File: config.mk
export PLATFORM = sky130hd
export DESIGN_NAME = microseq_flat
export DESIGN_NICKNAME = d
export VERILOG_FILES = /design/src/rtl/mseq_pkg.sv /design/src/rtl/microseq_if.sv /design/src/rtl/mseq_rom.sv /design/src/rtl/microseq.sv /design/src/flat_wrapper.sv
export SDC_FILE = /design/constraint.sdc
export NUM_CORES = 1
export LEC_CHECK = 0
export CORE_MARGIN = 5
export CORE_UTILIZATION = 40
export DETAILED_ROUTE_END_ITERATION = 8
export GPL_TIMING_DRIVEN = 0
export PLACE_DENSITY = 0.79
export SLEW_MARGIN = 10
export SYNTH_ARGS = -nofsm -noshare
export SYNTH_HDL_FRONTEND = slang
export SYNTH_SLANG_ARGS = --single-unit
File: constraint.sdc
create_clock -name clk -period 2.13 [get_ports clk]
set_clock_uncertainty 0.1 [all_clocks]
set_input_delay 0.3195 -clock clk [delete_from_list [all_inputs] [get_ports clk]]
set_output_delay 0.3195 -clock clk [all_outputs]
set_load 0.01 [all_outputs]
File: src/rtl/mseq_pkg.sv
// Shared microcode definitions for the microseq sequencer: control-word bit map,
// opcode values and the microcode lookup function mc_word().
package mseq_pkg;

  localparam int CTRL_W = 18;

  // Bits 17..15 are active-high, bits 14..0 are active-low (*n)
  localparam int B_HLT = 17;
  localparam int B_CE  = 16;
  localparam int B_J   = 15;
  localparam int B_MIN = 14;
  localparam int B_RIN = 13;
  localparam int B_RON = 12;
  localparam int B_ION = 11;
  localparam int B_IIN = 10;
  localparam int B_AIN = 9;
  localparam int B_AON = 8;
  localparam int B_EON = 7;
  localparam int B_SUN = 6;
  localparam int B_BIN = 5;
  localparam int B_OIN = 4;
  localparam int B_CON = 3;
  localparam int B_FIN = 2;
  localparam int B_BON = 1;
  localparam int B_NON = 0;

  localparam logic [CTRL_W-1:0] M_HLT = CTRL_W'(1) << B_HLT;
  localparam logic [CTRL_W-1:0] M_CE  = CTRL_W'(1) << B_CE;
  localparam logic [CTRL_W-1:0] M_J   = CTRL_W'(1) << B_J;
  localparam logic [CTRL_W-1:0] M_MI  = CTRL_W'(1) << B_MIN;
  localparam logic [CTRL_W-1:0] M_RI  = CTRL_W'(1) << B_RIN;
  localparam logic [CTRL_W-1:0] M_RO  = CTRL_W'(1) << B_RON;
  localparam logic [CTRL_W-1:0] M_IO  = CTRL_W'(1) << B_ION;
  localparam logic [CTRL_W-1:0] M_II  = CTRL_W'(1) << B_IIN;
  localparam logic [CTRL_W-1:0] M_AI  = CTRL_W'(1) << B_AIN;
  localparam logic [CTRL_W-1:0] M_AO  = CTRL_W'(1) << B_AON;
  localparam logic [CTRL_W-1:0] M_EO  = CTRL_W'(1) << B_EON;
  localparam logic [CTRL_W-1:0] M_SU  = CTRL_W'(1) << B_SUN;
  localparam logic [CTRL_W-1:0] M_BI  = CTRL_W'(1) << B_BIN;
  localparam logic [CTRL_W-1:0] M_OI  = CTRL_W'(1) << B_OIN;
  localparam logic [CTRL_W-1:0] M_CO  = CTRL_W'(1) << B_CON;
  localparam logic [CTRL_W-1:0] M_FI  = CTRL_W'(1) << B_FIN;
  localparam logic [CTRL_W-1:0] M_BO  = CTRL_W'(1) << B_BON;
  localparam logic [CTRL_W-1:0] M_NO  = CTRL_W'(1) << B_NON;

  // Idle = every active-low line released, every active-high line low (18'h07FFF)
  localparam logic [CTRL_W-1:0] IDLE = M_MI | M_RI | M_RO | M_IO | M_II | M_AI | M_AO |
                                       M_EO | M_SU | M_BI | M_OI | M_CO | M_FI | M_BO | M_NO;

  localparam logic [7:0] OP_NOP = 8'd0;
  localparam logic [7:0] OP_LDA = 8'd1;
  localparam logic [7:0] OP_ADD = 8'd2;
  localparam logic [7:0] OP_SUB = 8'd3;
  localparam logic [7:0] OP_STA = 8'd4;
  localparam logic [7:0] OP_LDI = 8'd5;
  localparam logic [7:0] OP_JMP = 8'd6;
  localparam logic [7:0] OP_JC  = 8'd7;
  localparam logic [7:0] OP_JZ  = 8'd8;
  localparam logic [7:0] OP_OUT = 8'd14;
  localparam logic [7:0] OP_HLT = 8'd15;

  // Signals are listed as "active" masks; XOR with IDLE yields the line levels.
  function automatic logic [CTRL_W-1:0] mc_word(input logic [7:0] op,
                                                input logic [1:0] flg,
                                                input logic [7:0] stp);
    logic [CTRL_W-1:0] act;
    act = '0;
    if (stp == 8'd0) begin
      act = M_CO | M_MI;
    end else if (stp == 8'd1) begin
      act = M_RO | M_II | M_CE;
    end else begin
      case (op)
        OP_LDA: case (stp)
          8'd2:    act = M_IO | M_MI;
          8'd3:    act = M_RO | M_AI;
          default: act = '0;
        endcase
        OP_ADD: case (stp)
          8'd2:    act = M_IO | M_MI;
          8'd3:    act = M_RO | M_BI;
          8'd4:    act = M_EO | M_AI | M_FI;
          default: act = '0;
        endcase
        OP_SUB: case (stp)
          8'd2:    act = M_IO | M_MI;
          8'd3:    act = M_RO | M_BI;
          8'd4:    act = M_EO | M_AI | M_SU | M_FI;
          default: act = '0;
        endcase
        OP_STA: case (stp)
          8'd2:    act = M_IO | M_MI;
          8'd3:    act = M_AO | M_RI;
          default: act = '0;
        endcase
        OP_LDI: act = (stp == 8'd2) ? (M_IO | M_AI) : '0;
        OP_JMP: act = (stp == 8'd2) ? (M_IO | M_J) : '0;
        OP_JC:  act = (stp == 8'd2 && flg[1]) ? (M_IO | M_J) : '0;
        OP_JZ:  act = (stp == 8'd2 && flg[0]) ? (M_IO | M_J) : '0;
        OP_OUT: act = (stp == 8'd2) ? (M_AO | M_OI) : '0;
        OP_HLT: act = (stp == 8'd2) ? M_HLT : '0;
        OP_NOP: act = '0;
        default: act = '0;
      endcase
    end
    return IDLE ^ act;
  endfunction

endpackage

File: src/rtl/microseq_if.sv
// Bus bundle between the microseq sequencer (slave) and its driver (master).
interface microseq_if
  import mseq_pkg::*;
#(
  parameter int OPCODE_W = 4,
  parameter int FLAG_W   = 2,
  parameter int STEPS    = 5
);
  localparam int STEP_W = $clog2(STEPS);

  logic                en;
  logic [7:0]          ir_in;
  logic [FLAG_W-1:0]   flags_in;
  logic [CTRL_W-1:0]   ctrl;
  logic [STEP_W-1:0]   step;
  logic [OPCODE_W-1:0] opcode;
  logic [FLAG_W-1:0]   flags;
  logic                halted;

  modport master (output en, ir_in, flags_in, input ctrl, step, opcode, flags, halted);
  modport slave  (input en, ir_in, flags_in, output ctrl, step, opcode, flags, halted);
endinterface

File: src/rtl/mseq_rom.sv
// Combinational microcode lookup: ctrl word for a given {opcode, flags, step}.
module mseq_rom
  import mseq_pkg::*;
#(
  parameter int OPCODE_W = 4,
  parameter int FLAG_W   = 2,
  parameter int STEP_W   = 3
) (
  input  logic [OPCODE_W-1:0] op,
  input  logic [FLAG_W-1:0]   flags,
  input  logic [STEP_W:0]     stp,
  output logic [CTRL_W-1:0]   word
);
  assign word = mc_word(8'(op), flags[1:0], 8'(stp));
endmodule

File: src/rtl/microseq.sv
// Microcode sequencer: step counter, instruction/flag registers and halt latch.
// Optional MSEQ_EARLY_END_EN: return to step 0 once the remaining steps are idle.
module microseq
  import mseq_pkg::*;
#(
  parameter int OPCODE_W = 4,
  parameter int FLAG_W   = 2,
  parameter int STEPS    = 5,
  localparam int STEP_W  = $clog2(STEPS)
) (
  input  logic       clk,
  input  logic       rst,
  microseq_if.slave  bus
);
  localparam logic [STEP_W-1:0] LAST_STEP = STEP_W'(STEPS - 1);

  logic [STEP_W-1:0]   step_q, step_d;
  logic [OPCODE_W-1:0] opcode_q, opcode_d;
  logic [FLAG_W-1:0]   flags_q, flags_d;
  logic                halted_q, halted_d;
  logic [CTRL_W-1:0]   rom_word, ctrl_eff;
  logic                early_end;
  logic                unused_ir;

  assign unused_ir = ^bus.ir_in[7-OPCODE_W:0];

  mseq_rom #(.OPCODE_W(OPCODE_W), .FLAG_W(FLAG_W), .STEP_W(STEP_W)) u_rom (
    .op    (opcode_q),
    .flags (flags_q),
    .stp   ({1'b0, step_q}),
    .word  (rom_word)
  );

`ifdef MSEQ_EARLY_END_EN
  logic [CTRL_W-1:0] next_word;

  mseq_rom #(.OPCODE_W(OPCODE_W), .FLAG_W(FLAG_W), .STEP_W(STEP_W)) u_rom_next (
    .op    (opcode_q),
    .flags (flags_q),
    .stp   ({1'b0, step_q} + 1'b1),
    .word  (next_word)
  );

  assign early_end = (next_word == IDLE) && (step_q >= STEP_W'(2));
`else
  assign early_end = 1'b0;
`endif

  // Register loads follow the gated word, so en=0 / halted / rst suppress II and FI
  assign ctrl_eff = (rst || !bus.en || halted_q) ? IDLE : rom_word;

  always_comb begin
    step_d   = step_q;
    opcode_d = opcode_q;
    flags_d  = flags_q;
    halted_d = halted_q;
    if (bus.en && !halted_q) begin
      if (ctrl_eff[B_HLT])                     halted_d = 1'b1;
      else if (step_q == LAST_STEP || early_end) step_d = '0;
      else                                     step_d = step_q + 1'b1;
    end
    if (!ctrl_eff[B_IIN]) opcode_d = bus.ir_in[7 -: OPCODE_W];
    if (!ctrl_eff[B_FIN]) flags_d  = bus.flags_in;
  end

  always_ff @(posedge clk) begin
    if (rst) begin
      step_q   <= '0;
      opcode_q <= '0;
      flags_q  <= '0;
      halted_q <= 1'b0;
    end else begin
      step_q   <= step_d;
      opcode_q <= opcode_d;
      flags_q  <= flags_d;
      halted_q <= halted_d;
    end
  end

  assign bus.ctrl   = ctrl_eff;
  assign bus.step   = step_q;
  assign bus.opcode = opcode_q;
  assign bus.flags  = flags_q;
  assign bus.halted = halted_q;
endmodule

File: src/flat_wrapper.sv
// flat-port wrapper written by rule: the top's interface ports become plain ports
module microseq_flat import mseq_pkg::*;
#(
  parameter int OPCODE_W = 4,
  parameter int FLAG_W   = 2,
  parameter int STEPS    = 5,
  localparam int STEP_W  = $clog2(STEPS)
)
  (clk, rst, bus_en, bus_ir_in, bus_flags_in, bus_ctrl, bus_step, bus_opcode, bus_flags, bus_halted);
  microseq_if #(.OPCODE_W(OPCODE_W), .FLAG_W(FLAG_W), .STEPS(STEPS)) bus_i ();
  input  logic clk;
  input  logic rst;
  input wire logic [$bits(bus_i.en)-1:0] bus_en;
  input wire logic [$bits(bus_i.ir_in)-1:0] bus_ir_in;
  input wire logic [$bits(bus_i.flags_in)-1:0] bus_flags_in;
  output wire logic [$bits(bus_i.ctrl)-1:0] bus_ctrl;
  output wire logic [$bits(bus_i.step)-1:0] bus_step;
  output wire logic [$bits(bus_i.opcode)-1:0] bus_opcode;
  output wire logic [$bits(bus_i.flags)-1:0] bus_flags;
  output wire logic [$bits(bus_i.halted)-1:0] bus_halted;
  assign bus_i.en = bus_en;
  assign bus_i.ir_in = bus_ir_in;
  assign bus_i.flags_in = bus_flags_in;
  assign bus_ctrl = bus_i.ctrl;
  assign bus_step = bus_i.step;
  assign bus_opcode = bus_i.opcode;
  assign bus_flags = bus_i.flags;
  assign bus_halted = bus_i.halted;
  microseq #(.OPCODE_W(OPCODE_W), .FLAG_W(FLAG_W), .STEPS(STEPS)) u_core (.clk(clk), .rst(rst), .bus(bus_i));
endmodule
==> results.txt, run 1 <==
- The run finished, with violations left.
* Violations in the final reports: setup timing
* Final routed wirelength across all metal layers: 2750 µm
- STA puts the critical path data required time at approximately 1700 ps.
- The synthesized netlist occupies a cell area of 855 µm².
- Setup violations remaining at the end of the flow were counted as 6.
- Path type of the worst setup path: flop to output pin
- Count of antenna diodes in the layout: 0
- The count of nets left with antenna violations once routing finished came out at 0.
* Ratio of final minimum period to clock period: 1.04
- Clock latency at the later pin of the worst-skew pair: 260 ps
- Worst Hold Slack: 415 ps
* Number of clock sinks seen by CTS: 10
* Setup repair after global routing missed its margin: yes
- For this block, the initial DRC count from the detailed router was 12.
- Area taken by flip-flops and latches: 213 µm²
- The max-slew violation count came to 0.
* Sequence of cells on the critical path: inv_4 -> ha_4 -> o21bai_4 -> nand2_4 -> nor3_4 -> buf_4 -> and3_4 -> buf_6
* Clock transition time at the flip-flop clock pins of the worst setup and hold paths: 60 ps
* CTS tree: yes
* DRT Pass-1 Iters: 4
- For this configuration, the core starts out at a cell density of 0.427.
* Critical Path Sink Type: output pin
- The finished layout holds 190 standard cells, fillers aside.
- I/O Buffers: 34
- Counting flops with an async set or reset pin after synthesis yields a share of 0.
* Maximum vdd ir drop: 0.269 mV
- The initial antenna violation count was 0.
- In the routed layout, each cell is associated on average with a via count of 5.17.
* Library cell used as clock root buffer: sky130_fd_sc_hd__clkbuf_4
* Wire length of the first global-routing pass: 4310 µm
- Grouping stages by cell kind, the critical path spends the most delay in simple AND/OR/NAND/NOR gates.
* Number of H-tree branching levels: 1
- Number of buffers inserted during clock tree synthesis: 3
* Switching power summed over all nets: 0.000148 W
- Counting flops with a built-in enable in the synthesized netlist gives 0.
- The share of total power dissipated in combinational logic is 0.346.
* Number of register bits inferred by synthesis: 10
- Share of total power in the clock network: 0.250
- For the finished layout, the period the worst path requires is ~2200 ps.
- Sequential-to-total area share from yosys stat: 0.234
- Crit path largest cell delay: 410 ps
- Reported max-cap violation count: 0
- The die covers 0.00316 mm².
* DIE WIDTH: 56.2 µm
- The synthesized netlist contains 39 unique library cells.
* Via count of the first global-routing pass: approximately 930
* Arrival time at the worst endpoint: 1800 ps
- Mean routed wirelength per cell: 14.5 µm
- Cell internal power was estimated by the tool at between 0.0003 and 0.0004 W.
- After filler insertion, the fill cell instance count of the layout stands at between 100 and 150.
- After global routing the overflow that remains totals 0.
- The top cell types in the final layout, fill and taps aside, are sky130_fd_sc_hd__buf_4 (18), sky130_fd_sc_hd__clkdlybuf4s50_1 (16), sky130_fd_sc_hd__nor2_1 (15).
* I/O pin total: 41
- Summed over all cells, the static leakage comes to around 0.64 nW.
- DRC violations left: 0
- In the final layout, the share of cells above drive strength 1 is 0.454.
- Total number of vias: 983
* Primary flip-flop cell chosen by synthesis mapping: sky130_fd_sc_hd__dfxtp_1
- In the final layout, the multi-input gates occupy between 700 and 800 µm².
- STA classifies the critical path startpoint as a flop.
- At the end of routability-driven placement, the weighted congestion stood at 0.783.
* Largest net degree at the start of global routing: 11
- Timing would allow up to 451 MHz.
- Once placement completed, the tool counted placed cells totaling between 150 and 200.
- Mean Syn Cell Area: 7.84 µm²
- NumNets Final: roughly 180
- Total number of placement rows: 16
* Global-route usage over all layers: 0.170
* Buffers from clock root to sink, at most: 2
- Relative to the synthesized area, the layout overhead comes to 76.4%.
- The count of final hold-check violations is 0.
- Of the total power, the share spent switching nets is 0.296.
- P per Cell Area: between 300 and 400 mW/mm²
- The total area inside the core boundary comes to ~0.0020 mm².
- Cell count after synthesis: approximately 110
- The largest individual stage delay along the critical path comes from the cell sky130_fd_sc_hd__dfxtp_4.
- Die span in y: ~56 µm
* Sequential power share: 0.404
- In the post-route analysis, the smallest setup slack over all paths is -85.2 ps.
* Kind of path behind the tightest hold check: flop to flop
- Commonest non-fill, non-tap cell in the layout: sky130_fd_sc_hd__buf_4
- Count of warnings emitted by yosys: 0
- After legalization and detailed placement, the total HPWL measured 1760 µm.
* Hold Buf Count CTS: 0
- Critical path buffer and inverter count: 3
- Of all nets on the critical path, the largest fanout is 6.
-- layout make-up --
class,instances,area share
Sequential cell,10,0.141
Buffer,8,0.0357
Clock buffer,3,0.0149
Tap cell,27,0.0224
Inverter,5,0.0141
Timing Repair Buffer,50,0.279
Multi-Input combinational cell,87,0.493
-- state kept, by name, summed over array words and instances, names as in the netlist --
| name | cells |
|---|---|
| u_core.bus.flags | 2 |
| u_core.bus.step | 3 |
| u_core.bus.opcode | 4 |
| u_core.bus.halted | 1 |
-- worst paths after layout --
path                              startpoint                         endpoint  slack [ps]  cells past startpoint
max          u_core.bus.step[0]$_SDFFE_PP0P_                     bus_ctrl[15]         -90                      8
min          u_core.bus.step[1]$_SDFFE_PP0P_  u_core.bus.step[1]$_SDFFE_PP0P_         420                      2
max reg2reg  u_core.bus.step[0]$_SDFFE_PP0P_  u_core.bus.step[0]$_SDFFE_PP0P_         320                      8
min reg2reg  u_core.bus.step[1]$_SDFFE_PP0P_  u_core.bus.step[1]$_SDFFE_PP0P_         420                      2
-- metrics by stage --
step	power [W]	worst slack (ps)	TNS (ps)	util	cell area, µm²
6_report	0.000500	-85.2	-353	0.753	1510
5_1_grt	0.000521	-157	-966	0.753	1510
4_1_cts	0.000469	-132	-250	0.690	1380
3_5_place_dp	0.000314	-666	-6650	0.616	1230
3_3_place_gp	0.000311	-668	-6310	0.616	1230
2_1_floorplan	0.000268	28.2	0	-	858
-- routing by layer --
metal  wire length [µm]  track usage  vias to the layer above  share of wire
met2               1360        0.299                       37           0.50
met3                171       0.0394                        4          0.062
li1                   -            -                      487              -
met1               1180        0.194                      455           0.43
met5                  0            0                        -              0
met4                 35       0.0746                        0          0.013
-- synth_stat cells, drive strengths merged, types with 2 or more instances --
| cell | number | share of area |
|---|---|---|
| ha | 6 | 0.088 |
| and4 | 2 | 0.023 |
| dfxtp | 10 | 0.23 |
| o21ai | 4 | 0.023 |
| o31ai | 2 | 0.018 |
| nor2 | 15 | 0.066 |
| or3 | 2 | 0.015 |
| nand2b | 4 | 0.029 |
| nor3b | 2 | 0.031 |
| and3 | 2 | 0.015 |
| nand4 | 4 | 0.029 |
| inv | 5 | 0.022 |
| nor2b | 6 | 0.050 |
| nor3 | 5 | 0.035 |
| clkbuf | 2 | 0.0088 |
| buf | 6 | 0.044 |
| nand2 | 10 | 0.053 |
| mux2i | 8 | 0.094 |
-- cell families after synthesis --
group                    share of synthesized area
XOR/XNOR                                    0.0103
multiplexers                                0.0937
buffers and inverters                       0.0747
AO/OA/AOI/OAI                                0.101
adder cells (fa/ha/maj)                     0.0878
flip-flops                                   0.234
AND/OR/NAND/NOR                              0.394
other                                      0.00439
-- what timing repair did --
item | in CTS | in global routing
setup endpoints to repair | 16 | 11
pin swaps | 4 | 5
setup buffers | 12 | 4
gates resized for setup | 81 | 30
gates cloned | 0 | 0
-- tightest hold or removal path, delay by kind of cell, from the launching register on --
family | cells | cell delay [ps]
flip-flops | 1 | 360
AND/OR/NAND/NOR | 1 | 60
multiplexers | 1 | 50
-- power groups by stage --
stage	combinational [W]	clock, W	sequential (W)
after floorplan	0.0000632	0	0.000204
after global placement	0.000108	0	0.000203
after detailed placement	0.000111	0	0.000204
after CTS	0.000140	0.000128	0.000201
after global routing	0.000187	0.000131	0.000203
final	0.000173	0.000125	0.000202
(Power assumes the default switching activity.)
==> run 2: changes to the inputs <==
--- a/config.mk
+++ b/config.mk
@@ -6,10 +6,11 @@
 export NUM_CORES = 1
 export LEC_CHECK = 0
 export CORE_MARGIN = 5
-export CORE_UTILIZATION = 40
+export CORE_UTILIZATION = 42
+export CTS_BUF_LIST = sky130_fd_sc_hd__clkbuf_4
 export DETAILED_ROUTE_END_ITERATION = 8
 export GPL_TIMING_DRIVEN = 0
-export PLACE_DENSITY = 0.79
+export PLACE_DENSITY = 0.82
 export SLEW_MARGIN = 10
 export SYNTH_ARGS = -nofsm -noshare
 export SYNTH_HDL_FRONTEND = slang
==> results.txt, run 2 (synthesized netlist as in run 1, its figures left out) <==
* Top library cells by usage in the layout, fill and taps aside: sky130_fd_sc_hd__buf_4 (21), sky130_fd_sc_hd__clkdlybuf4s50_1 (16), sky130_fd_sc_hd__nor2_1 (14)
- The areal power density over the cells is 332 mW/mm² (+0.22%).
- STA classifies the critical path endpoint as an output pin.
* Total number of vias: 1,051 (+6.9%)
* Final routed wirelength across all metal layers: 3250 µm (+18%)
* Crit path largest cell delay: 350 ps (-60 ps)
* Arrival time at the worst endpoint: 1730 ps (-70 ps)
* Req. time, crit path: 1710 ps (about the same)
* Cell family with the largest share of critical-path delay: simple AND/OR/NAND/NOR gates
- I/O pin total: 41 (unchanged)
- The final-report setup violation count was 5 (-1).
- The cell sitting at the root of the clock tree is a sky130_fd_sc_hd__clkbuf_4.
- The hold slack came to 453 ps (+37.6 ps).
- Critical path buffer and inverter count: 3 (unchanged)
- Via count normalized by instance count: 5.47 (+5.8%)
- RR Endpoint: u_core.bus.flags[0]$_SDFFE_PP0N_
* Slowest cell on the critical path: sky130_fd_sc_hd__dfxtp_1
- Initial drt markers: 32 (+20)
- Highest Clock Rate: 465 MHz (+2.9%)
* Number of H-tree branching levels: 1 (unchanged)
* Ratio of final minimum period to clock period: 1.01 (-0.0298)
* Sequence of cells on the critical path: clkbuf_4 -> nor2_1 -> nor3_2 -> nor3_4 -> buf_4 -> and3_1 -> buf_2
- The hold buffer count at cts is 0 (unchanged).
- The DRC violation count after routing is 0 (unchanged).
- The initial core utilization is 0.440 (+0.0132).
- Worst reg2reg startpoint: u_core.bus.halted$_SDFFE_PP0P_
- Leakage power total: 0.660 nW (+2.5%)
* Setup slack, reg-to-reg: 320 ps (about the same)
- The min-delay analysis places its worst path in the category flop to flop.
- The clock tree buffer depth was 2 (unchanged).
- Count of antenna diodes in the layout: 0 (unchanged)
- DP Cell Count: 171 (unchanged)
- DIE WIDTH: 55.1 µm (-2.0%)
- Core Region: 0.00194 mm² (-3.0%)
- Clock transition time at the flip-flop clock pins of the worst setup and hold paths: 60 ps (about the same)
* Clock latency at the later pin of the worst-skew pair: 260 ps (about the same)
- Maximum vdd ir drop: 0.371 mV (+38%)
- Area growth from synthesis to final layout: 79.1%
- Number of buffers inserted during clock tree synthesis: 3 (unchanged)
- The checks that failed: setup timing.
- Startpoint Class: flop
* Total number of placement rows: 16 (unchanged)
- The max-slew violation count came to 0 (unchanged).
* Outcome: finished with violations
* Largest net degree at the start of global routing: 13 (+2)
* Area of the die: 0.00304 mm² (-3.9%)
- The placed standard-cell area is 0.00123 mm² (unchanged).
* Final cell count without fillers: 192 (+1.1%)
* Commonest non-fill, non-tap cell in the layout: sky130_fd_sc_hd__buf_4
* I/O Buffers: 34 (unchanged)
* Final worst setup slack: -21.8 ps (+63.4 ps)
- The critical path in this run is classified as flop to output pin.
- Maximum fanout along the worst path: 10 (+4)
- The number of cells on the worst reg-to-reg path was 8 (unchanged).
* Via count of the first global-routing pass: 979 (+5.4%)
- Hold Path Cell Cnt: 2 (unchanged)
- The ratio of cells with drive above 1 in the final layout was 0.448 (-0.00550).
- The weighted congestion reported at the end of routability-driven placement is 0.780 (-0.28%).
- CTS tree: yes
- Congestion Overflow GR: 0 (unchanged)
* First element of the critical path: u_core.bus.opcode[0]$_SDFFE_PP0N_
* Number of antenna violations at the first check in global routing: 0 (unchanged)
- ANT nets after route: 0 (unchanged)
- Count of final hold-check violations: 0 (unchanged)
- Hold Startpoint: u_core.bus.halted$_SDFFE_PP0P_
- Filler Cell Count: 126 (-11%)
- The global-route usage over all layers came to 0.205 (+0.0347).
- Post-DP HPWL: 1770 µm (+0.48%)
- The path with the worst hold slack has its endpoint at u_core.bus.halted$_SDFFE_PP0P_.
- Number of clock sinks seen by CTS: 10 (unchanged)
- The chip height is 55.1 µm (-2.0%).
- Final design instance area without fill: 0.00153 mm² (+1.5%)
* NumNets Final: 186 (+1.1%)
- The max capacitance violation total came to 0 (unchanged).
* Wire length of the first global-routing pass: 4440 µm (+3.0%)
* Setup repair after global routing missed its margin: yes
- Post-layout min period: 2150 ps (-63.4 ps)
- Max FFs per register: 4 (unchanged)
- DRT Pass-1 Iters: 4 (unchanged)
* Mean routed wirelength per cell: 16.9 µm (+17%)
[run 2: cell count changes in the layout (fill, tap and decap cells not counted), moves of 2 or more]
cell / change
sky130_fd_sc_hd__dfxtp_1: -2
sky130_fd_sc_hd__buf_4: +3
sky130_fd_sc_hd__nand2_2: -2
sky130_fd_sc_hd__clkdlybuf4s15_1: +2
sky130_fd_sc_hd__buf_2: -4
[run 2: routing by layer]
metal / up-vias / GRT usage / share of wire
met5: - / 0 / 0
met3: 11 / 0.0322 / 0.077
met2: 56 / 0.350 / 0.50
li1: 492 / - / -
met4: 0 / 0.126 / 0.037
met1: 492 / 0.238 / 0.38
[run 2: layout make-up]
| cell class | instances | area (µm²) | area share |
|---|---|---|---|
| Buffer | 7 | 52.6 | 0.0343 |
| Timing Repair Buffer | 53 | 434 | 0.284 |
| Clock buffer | 3 | 22.5 | 0.0147 |
| Sequential cell | 10 | 218 | 0.142 |
| Inverter | 5 | 21.3 | 0.0139 |
| Tap cell | 27 | 33.8 | 0.0221 |
| Multi-Input combinational cell | 87 | 748 | 0.489 |
[run 2: through the flow]
| stage | power (W) | worst slack [ps] | utilization | TNS (ps) |
|---|---|---|---|---|
| finish | 0.000508 | -21.8 | 0.788 | -44.9 |
| CTS | 0.000469 | -82.9 | 0.724 | -187 |
| floorplan | 0.000268 | 28.2 | - | 0 |
| global placement | 0.000311 | -662 | 0.635 | -6270 |
| detailed placement | 0.000314 | -674 | 0.635 | -6530 |
| global route | 0.000534 | -116 | 0.788 | -561 |
[run 2: worst min-delay path, cell delays in order, from the launching register on]
cell and delay (ps):
sky130_fd_sc_hd__dfxtp_1 360, sky130_fd_sc_hd__nor2_1 110, sky130_fd_sc_hd__nor2_1 40
[run 2: what timing repair did]
action	4_1_cts	5_1_grt
cloned	0	0
hold endpoints to repair	0	0
pin swaps	10	6
setup endpoints to repair	16	12
buffers inserted	15	4
resized for setup	72	32
[run 2: how the worst max path moves through the flow]
| stage | to | slack (ps) | depth (start not counted) |
|---|---|---|---|
| detailed placement | bus_ctrl[15] | -670 | 6 |
| finish | bus_ctrl[15] | -20 | 7 |
| CTS | bus_ctrl[15] | -80 | 8 |
| global placement | bus_ctrl[15] | -660 | 6 |
| floorplan | bus_ctrl[12] | 30 | 6 |
| global route | bus_ctrl[15] | -120 | 7 |
[run 2: power breakdown]
| group | internal (W) | switching, W | leakage (nW) |
|---|---|---|---|
| Clock | 0.0000652 | 0.0000621 | 0.0138 |
| Combinational | 0.0000960 | 0.0000837 | 0.561 |
| Sequential | 0.000190 | 0.0000108 | 0.0849 |
